--- config.mk ---
export PLATFORM = sky130hd
export DESIGN_NAME = fft_out_serializer
export DESIGN_NICKNAME = d
export VERILOG_FILES = /design/src/rtl/fft_pkg.sv /design/src/rtl/fft_frame_bank.sv /design/src/rtl/fft_out_serializer.sv
export SDC_FILE = /design/constraint.sdc
export NUM_CORES = 2
export LEC_CHECK = 0
export ABC_AREA = 1
export CAP_MARGIN = 20
export CORE_MARGIN = 3
export CORE_UTILIZATION = 30
export CTS_CLUSTER_SIZE = 12
export DETAILED_ROUTE_END_ITERATION = 12
export HOLD_SLACK_MARGIN = 0.1
export SETUP_SLACK_MARGIN = 0.5
export SKIP_LAST_GASP = 1
export SLEW_MARGIN = 25
export SYNTH_ARGS = -nofsm -noshare
export SYNTH_HDL_FRONTEND = slang
export SYNTH_SLANG_ARGS = --single-unit
export TNS_END_PERCENT = 100
--- constraint.sdc ---
create_clock -name clk_p_i -period 85.7 [get_ports clk_p_i]
set_clock_uncertainty 0.2 [all_clocks]
set_input_delay 21.425 -clock clk_p_i [delete_from_list [all_inputs] [get_ports clk_p_i]]
set_output_delay 21.425 -clock clk_p_i [all_outputs]
set_load 0.01 [all_outputs]
--- src/rtl/fft_pkg.sv ---
// Constants, sample type and index helpers shared by the FFT datapath.
package fft_pkg;

  localparam int FFT_N     = 32;
  localparam int FFT_LOG2N = 5;
  localparam int FFT_IN_W  = 14;
  localparam int FFT_OUT_W = 19;

  typedef struct packed {
    logic signed [FFT_OUT_W-1:0] re;
    logic signed [FFT_OUT_W-1:0] im;
  } cplx_t;

  // Reverses the low w bits of v; bits at and above w come back as zero.
  function automatic logic [FFT_LOG2N-1:0] bitrev(
    input logic [FFT_LOG2N-1:0] v,
    input int                   w
  );
    logic [FFT_LOG2N-1:0] r;
    r = '0;
    for (int b = 0; b < FFT_LOG2N; b++) begin
      if (b < w) begin
        r[b] = v[FFT_LOG2N'(w - 1 - b)];
      end
    end
    return r;
  endfunction

endpackage

--- src/rtl/fft_frame_bank.sv ---
// One frame buffer: parallel capture of a whole frame, indexed read, full flag.
module fft_frame_bank
  import fft_pkg::*;
#(
  parameter int N  = FFT_N,
  parameter int DW = FFT_OUT_W,
  localparam int LW = $clog2(N)
) (
  input  logic            clk,
  input  logic            rst,
  input  logic            wr_en,
  input  logic [N*DW-1:0] wr_r,
  input  logic [N*DW-1:0] wr_i,
  input  logic            clr,
  input  logic [LW-1:0]   rd_addr,
  output logic [DW-1:0]   rd_r,
  output logic [DW-1:0]   rd_i,
  output logic            full
);

  logic [DW-1:0] mem_r [N];
  logic [DW-1:0] mem_i [N];

  // Contents are left alone by reset; only the flag says what is live.
  always_ff @(posedge clk) begin
    if (wr_en) begin
      for (int k = 0; k < N; k++) begin
        mem_r[k] <= wr_r[k*DW +: DW];
        mem_i[k] <= wr_i[k*DW +: DW];
      end
    end
  end

  always_ff @(posedge clk) begin
    if (rst) begin
      full <= 1'b0;
    end else if (wr_en) begin
      full <= 1'b1;
    end else if (clr) begin
      full <= 1'b0;
    end
  end

  assign rd_r = mem_r[rd_addr];
  assign rd_i = mem_i[rd_addr];

endmodule

--- src/rtl/fft_out_serializer.sv ---
// Double-buffered capture of FFT frames, streamed out one sample per cycle.
module fft_out_serializer
  import fft_pkg::*;
#(
  parameter int N           = FFT_N,
  parameter int DW          = FFT_OUT_W,
  parameter bit BIT_REVERSE = 1'b0,
  localparam int LW = $clog2(N)
) (
  input  logic            clk_p_i,
  input  logic            reset_p_i,
  input  logic            frame_valid_i,
  input  logic [N*DW-1:0] frame_r_i,
  input  logic [N*DW-1:0] frame_i_i,
  output logic            frame_ready_o,
  output logic            sample_valid_o,
  input  logic            sample_ready_i,
  output logic [DW-1:0]   sample_r_o,
  output logic [DW-1:0]   sample_i_o,
  output logic [LW-1:0]   sample_idx_o,
  output logic            sample_last_o,
  output logic            overflow_o
);

  logic [1:0]    full;
  logic [1:0]    wr_en;
  logic [1:0]    clr;
  logic [DW-1:0] rd_r [2];
  logic [DW-1:0] rd_i [2];
  logic          wbank;
  logic          rbank;
  logic          overflow;
  logic [LW-1:0] rd_idx;
  logic [LW-1:0] rd_addr;
  logic          cap;
  logic          xfer;
  logic          at_end;

  assign frame_ready_o  = !full[wbank];
  assign sample_valid_o = full[rbank];

  assign cap    = frame_valid_i && frame_ready_o && !reset_p_i;
  assign xfer   = sample_valid_o && sample_ready_i;
  assign at_end = rd_idx == LW'(N - 1);

  assign wr_en = {cap && wbank, cap && !wbank};
  assign clr   = {xfer && at_end && rbank, xfer && at_end && !rbank};

  assign rd_addr = BIT_REVERSE
                 ? LW'(bitrev(FFT_LOG2N'(rd_idx), LW))
                 : rd_idx;

  for (genvar b = 0; b < 2; b++) begin : g_bank
    fft_frame_bank #(
      .N  (N),
      .DW (DW)
    ) u_bank (
      .clk     (clk_p_i),
      .rst     (reset_p_i),
      .wr_en   (wr_en[b]),
      .wr_r    (frame_r_i),
      .wr_i    (frame_i_i),
      .clr     (clr[b]),
      .rd_addr (rd_addr),
      .rd_r    (rd_r[b]),
      .rd_i    (rd_i[b]),
      .full    (full[b])
    );
  end

  always_ff @(posedge clk_p_i) begin
    if (reset_p_i) begin
      wbank    <= 1'b0;
      rbank    <= 1'b0;
      rd_idx   <= '0;
      overflow <= 1'b0;
    end else begin
      if (cap) begin
        wbank <= ~wbank;
      end
      if (frame_valid_i && !frame_ready_o) begin
        overflow <= 1'b1;
      end
      if (xfer) begin
        rd_idx <= at_end ? '0 : rd_idx + LW'(1);
        if (at_end) begin
          rbank <= ~rbank;
        end
      end
    end
  end

  assign sample_r_o    = sample_valid_o ? rd_r[rbank] : '0;
  assign sample_i_o    = sample_valid_o ? rd_i[rbank] : '0;
  assign sample_idx_o  = rd_idx;
  assign sample_last_o = sample_valid_o && at_end;
  assign overflow_o    = overflow;

endmodule
# After elaboration in Yosys (flattened, before gate mapping)
# Memories as Yosys holds them, arrays and structs flattened. A register that Yosys moved wholly into a read port is not among the register bits.
# Index checks and enable logic that the tools add are counted.
# word_totals
ramBits	2432
elab_cells	64
mem_count	4
register_bits	10
# memory_table
name	words	width	read_ports	rd_clocked_by_memory_dff	wr	line	source
g_bank[0].u_bank.mem_i	32	19	1	1	32	fft_frame_bank.sv:22	logic [DW-1:0] mem_i [N];
g_bank[0].u_bank.mem_r	32	19	1	1	32	fft_frame_bank.sv:21	logic [DW-1:0] mem_r [N];
g_bank[1].u_bank.mem_i	32	19	1	1	32	fft_frame_bank.sv:22	
g_bank[1].u_bank.mem_r	32	19	1	1	32	fft_frame_bank.sv:21	
# classes
muxes	29
order_cmp	3
n_eq_ne	1
bitwise	3
n_addsub	1
reduce_logical	17
# ops
operator	count
19-bit two-way mux	8
5-bit two-way mux	9
1-bit two-way mux	12
1-bit logical AND	10
5-bit by 1-bit adder with 5-bit output, second input constant	1
5-bit == test, second input constant	1
1-bit logical NOT	4
1-bit by 2-bit less-than comparator with 1-bit output, second input constant	2
2-bit nonzero test	2
2-bit greater-or-equal comparator, second input constant	1
1-bit NOT	2
1-bit NOT with 2-bit output	1
2-bit AND reduction	1

# Longest topological paths before layout
# depth
depth_word	8
mapped_depth	13
depth_no_buf	11

# Hierarchy
# A second synthesis with hierarchy kept.
# unflattened
cells_unflattened	8493
hier_area_um2	99042.5
# modules_own_cells
mod	area_per_inst_um2	seq_area_each_um2	instances	cells_each
fft_frame_bank	48880.6	36535.0	2	4107
fft_out_serializer	1281.2	160.2	1	279

# Worst setup path after synthesis
# OpenSTA, ideal clock, no wires.
# synth_path
path_type	input -> register
startpoint	input port reset_p_i
endpoint	register wbank
setup_time_ns	0.189
path_slack_ns	10.596
stages	5
arrival_ns	74.714
cell_sequence	inv_1 > nand3_1 > nor2_1 > inv_1 > a21oi_1
# synth_between
elab_chain_cells	2
# synth_lines
item	line	source
start: declaration	fft_out_serializer.sv:11	input logic reset_p_i,
1-bit logical NOT	fft_out_serializer.sv:42	assign cap = frame_valid_i && frame_ready_o && !reset_p_i;
1-bit logical AND	fft_out_serializer.sv:42	
end signal: assignment	fft_out_serializer.sv:79	wbank <= ~wbank;
end: declaration	fft_out_serializer.sv:30	logic wbank;
# Several ways; a longest one is shown, not always the timed one.
# A chain may end at the register's enable or synchronous reset.

==> metrics.cfg <==
[pwr]
sequentialPowerShare_pct = 49.5
p_per_area_mw_per_mm2 = 22.6
power.internal_w = 0.00210
p_sw_share_pct = 24.7
p_leak_nw = 42.8
ir_drop_mv = 0.0170
power.share.clock_pct = 40.0
net-switching-power_w = 0.000688
combPwrFrac_pct = 10.5

[place]
portBuffers = 1266
dp_hpwl_um = 271000
dp_cells = 13200
dpl_cell_area_mm2 = 0.114
gp_congestion = 0.939
dp_slack_ns = 56.62

[route]
vias_per_cell = 5.01
drtPass1Iterations = 7
vias = 69500
drtIter0Drc = 7480
avgRoutedWirePerCell_um = 27.3
wl_um = 379000
drc = 0
ant_nets = 0

[clock_tree]
ctsHoldBuffers = 0
clk_pin_slew_ns = 0.06
cts_resized = 0
cts_buffer_depth = 4
h-tree-depth = 5
cts_tree = yes
cts_setup_buffers = 0
clock_sinks = 2447
numCtsBuffers = 279
insertion_delay_ns = 0.83
cts-root-buf = clkbuf_16

[worst_setup_path]
r2r-end = g_bank[1].u_bank.mem_i[16][15]
cp.required_ns = 64.07
r2r_slack_ns = 78.96
arrival_ns = 8.40
crit_type = flip-flop to output port
reg2reg_depth = 12
start_kind = flip-flop
r2r_start = wbank
crit_path_max_fanout = 175
end_kind = output port

[timing]
finalCriticalPeriod_ns = 30.02
slew_headroom_pct = 20.1
finalHoldViolCount = 0
tns_ns = 0
slew_viol_final = 0
worst_pin_slew_ns = 1.20
max_freq_mhz = 33.3
final.setup.worst_slack_ns = 55.68
rsz0062_at_grt = no
setup_violations = 0
min_period_over_period_pct = 35.0
hold_ws_ns = 0.299

[logic_synthesis]
yosysTopAreaCell = edfxtp_1
synth_edf_count = 2432
ys.flop_type = edfxtp_1
yosysSeqAreaShare_pct = 75.2
ys_async_sr_fraction_pct = 0
synth_fp_nets = 9267
ys_top_cells_by_count = nand2_1, edfxtp_1, nand3_1, buf_2, clkbuf_1
syn_inst = 8045
avgSynthCellArea_um2 = 12.1
synth_area_leaders = edfxtp_1, nand3_1, nand2_1, buf_2, clkbuf_1
ys_seq_elements = 2447
synth.most_common_cell = nand2_1
synth_top_area_share_pct = 74.9
ys_types = 24
ys.warnings.count = 0
syn-cell-area_mm2 = 0.0975

[finish]
area_delta_synth_final_pct = 26.3
final_nets = 10400
final-seq-area_mm2 = 0.0734
multi_input_area_mm2 = 0.0218
stdcell_area_mm2 = 0.123
layoutNonFillerInstCount = 13900
nFillCells = 30700
drive_gt1_share_pct = 5.22

[global_route]
grt.busiest_layer = met2
grt_util_met2_pct = 37.0
use_met1_pct = 24.2
grt_use_met3_pct = 6.84
grt_pass1_vias = 67200
grt_pass1_wl_um = 514000
grtUsageTotal_pct = 21.9
overflow = 0
grt_max_degree = 176
grt_antenna_before_repair = 248

[status]
status = completed

[hold_path]
min_path_type = flip-flop to flip-flop
hp-start = g_bank[1].u_bank.full
hold_depth = 2
hold_end = g_bank[1].u_bank.full

[floorplan]
rows = 208
io_pins = 1267
die_h_um = 576
dieArea_mm2 = 0.332
initial_utilization_pct = 30.3
core_mm2 = 0.322
die_w_um = 576

[job]
maxCapViolCount = 0

state kept, by name (all words and copies together) (netlist names), named ones only:
| name | cells |
|---|---|
| g_bank.u_bank.full | 2 |
| g_bank.u_bank.mem_i | 1216 |
| g_bank.u_bank.mem_r | 1216 |
| overflow_o | 1 |
| rbank | 1 |
| sample_idx_o | 5 |
| wbank | 1 |
cell usage in the layout, fill, tap and decap left out, drive strengths merged, types with 2 or more instances in the layout:
master / instances
a21oi: 39
a31oi: 3
buf: 113
bufinv: 6
clkbuf: 347
clkdlybuf4s50: 1266
clkinv: 118
clkinvlp: 3
dfxtp: 15
diode: 168
edfxtp: 2432
ha: 2
inv: 30
nand2: 2705
nand3: 2081
nor2: 137
o21ai: 53
o22ai: 24
per-stage QoR:
step | total power (W) | utilization (%)
floorplan | 0.00164 | -
global placement | 0.00169 | 35.5
detailed placement | 0.00170 | 35.5
CTS | 0.00281 | 38.1
global route | 0.00288 | 38.2
finish | 0.00279 | 38.2
worst max path at each step:
stage                   start  depth (start not counted)  slack (ns)             end
global route        flip-flop                         15       55.25   sample_r_o[8]
detailed placement  flip-flop                         15       56.62   sample_i_o[3]
floorplan           reset_p_i                          5       10.60           wbank
CTS                 flip-flop                         15       55.67   sample_i_o[3]
global placement    flip-flop                         15       56.17  sample_r_o[17]
finish              flip-flop                         15       55.68   sample_r_o[8]
power by group through the flow:
| stage | Sequential, W | Combinational, W | Clock (W) |
|---|---|---|---|
| floorplan | 0.00150 | 0.000136 | 0 |
| global placement | 0.00140 | 0.000289 | 0 |
| detailed placement | 0.00141 | 0.000294 | 0 |
| CTS | 0.00138 | 0.000295 | 0.00114 |
| global route | 0.00138 | 0.000316 | 0.00118 |
| finish | 0.00138 | 0.000292 | 0.00111 |
critical path, cell delays in order (launching register included):
cell             delay (ns)
dfxtp_4                0.65
buf_4                  0.64
buf_4                  0.84
buf_4                  0.82
buf_4                  0.60
buf_12                 0.62
buf_4                  0.77
nand2_1                0.10
nand3_1                0.11
nand3_1                0.12
nand3_1                0.14
nand3_1                0.09
nand2_1                0.09
nor2_1                 0.05
nor2_1                 0.77
clkdlybuf4s50_1        0.70
cell type report:
| cell class | count | area share, % |
|---|---|---|
| diodes | 168 | 0.341 |
| clock buffers | 347 | 5.94 |
| clock inverters | 139 | 0.877 |
| inverters | 18 | 0.0843 |
| multi-input cells | 5048 | 17.7 |
| flip-flops and latches | 2447 | 59.6 |
| well taps | 4305 | 4.37 |
| repair buffers | 1379 | 11.1 |
logic make-up (layout without fill, tap and decap cells):
group	Yosys count	after routing	synth area share, %
AND/OR/NAND/NOR	4926	4926	21.6
flip-flops	2447	2447	75.2
buffers and inverters	550	1883	2.45
AO/OA/AOI/OAI	119	119	0.649
adder cells (fa/ha/maj)	2	2	0.0257
XOR/XNOR	1	1	0.00899
other	0	168	0
routing by layer:
layer	routed length [um]	vias to the layer above
met1	132000	34000
met5	1120	-
li1	-	31100
met4	23300	178
met2	185000	3329
met3	37100	825
Note: power is estimated with default switching activity, not from simulation.
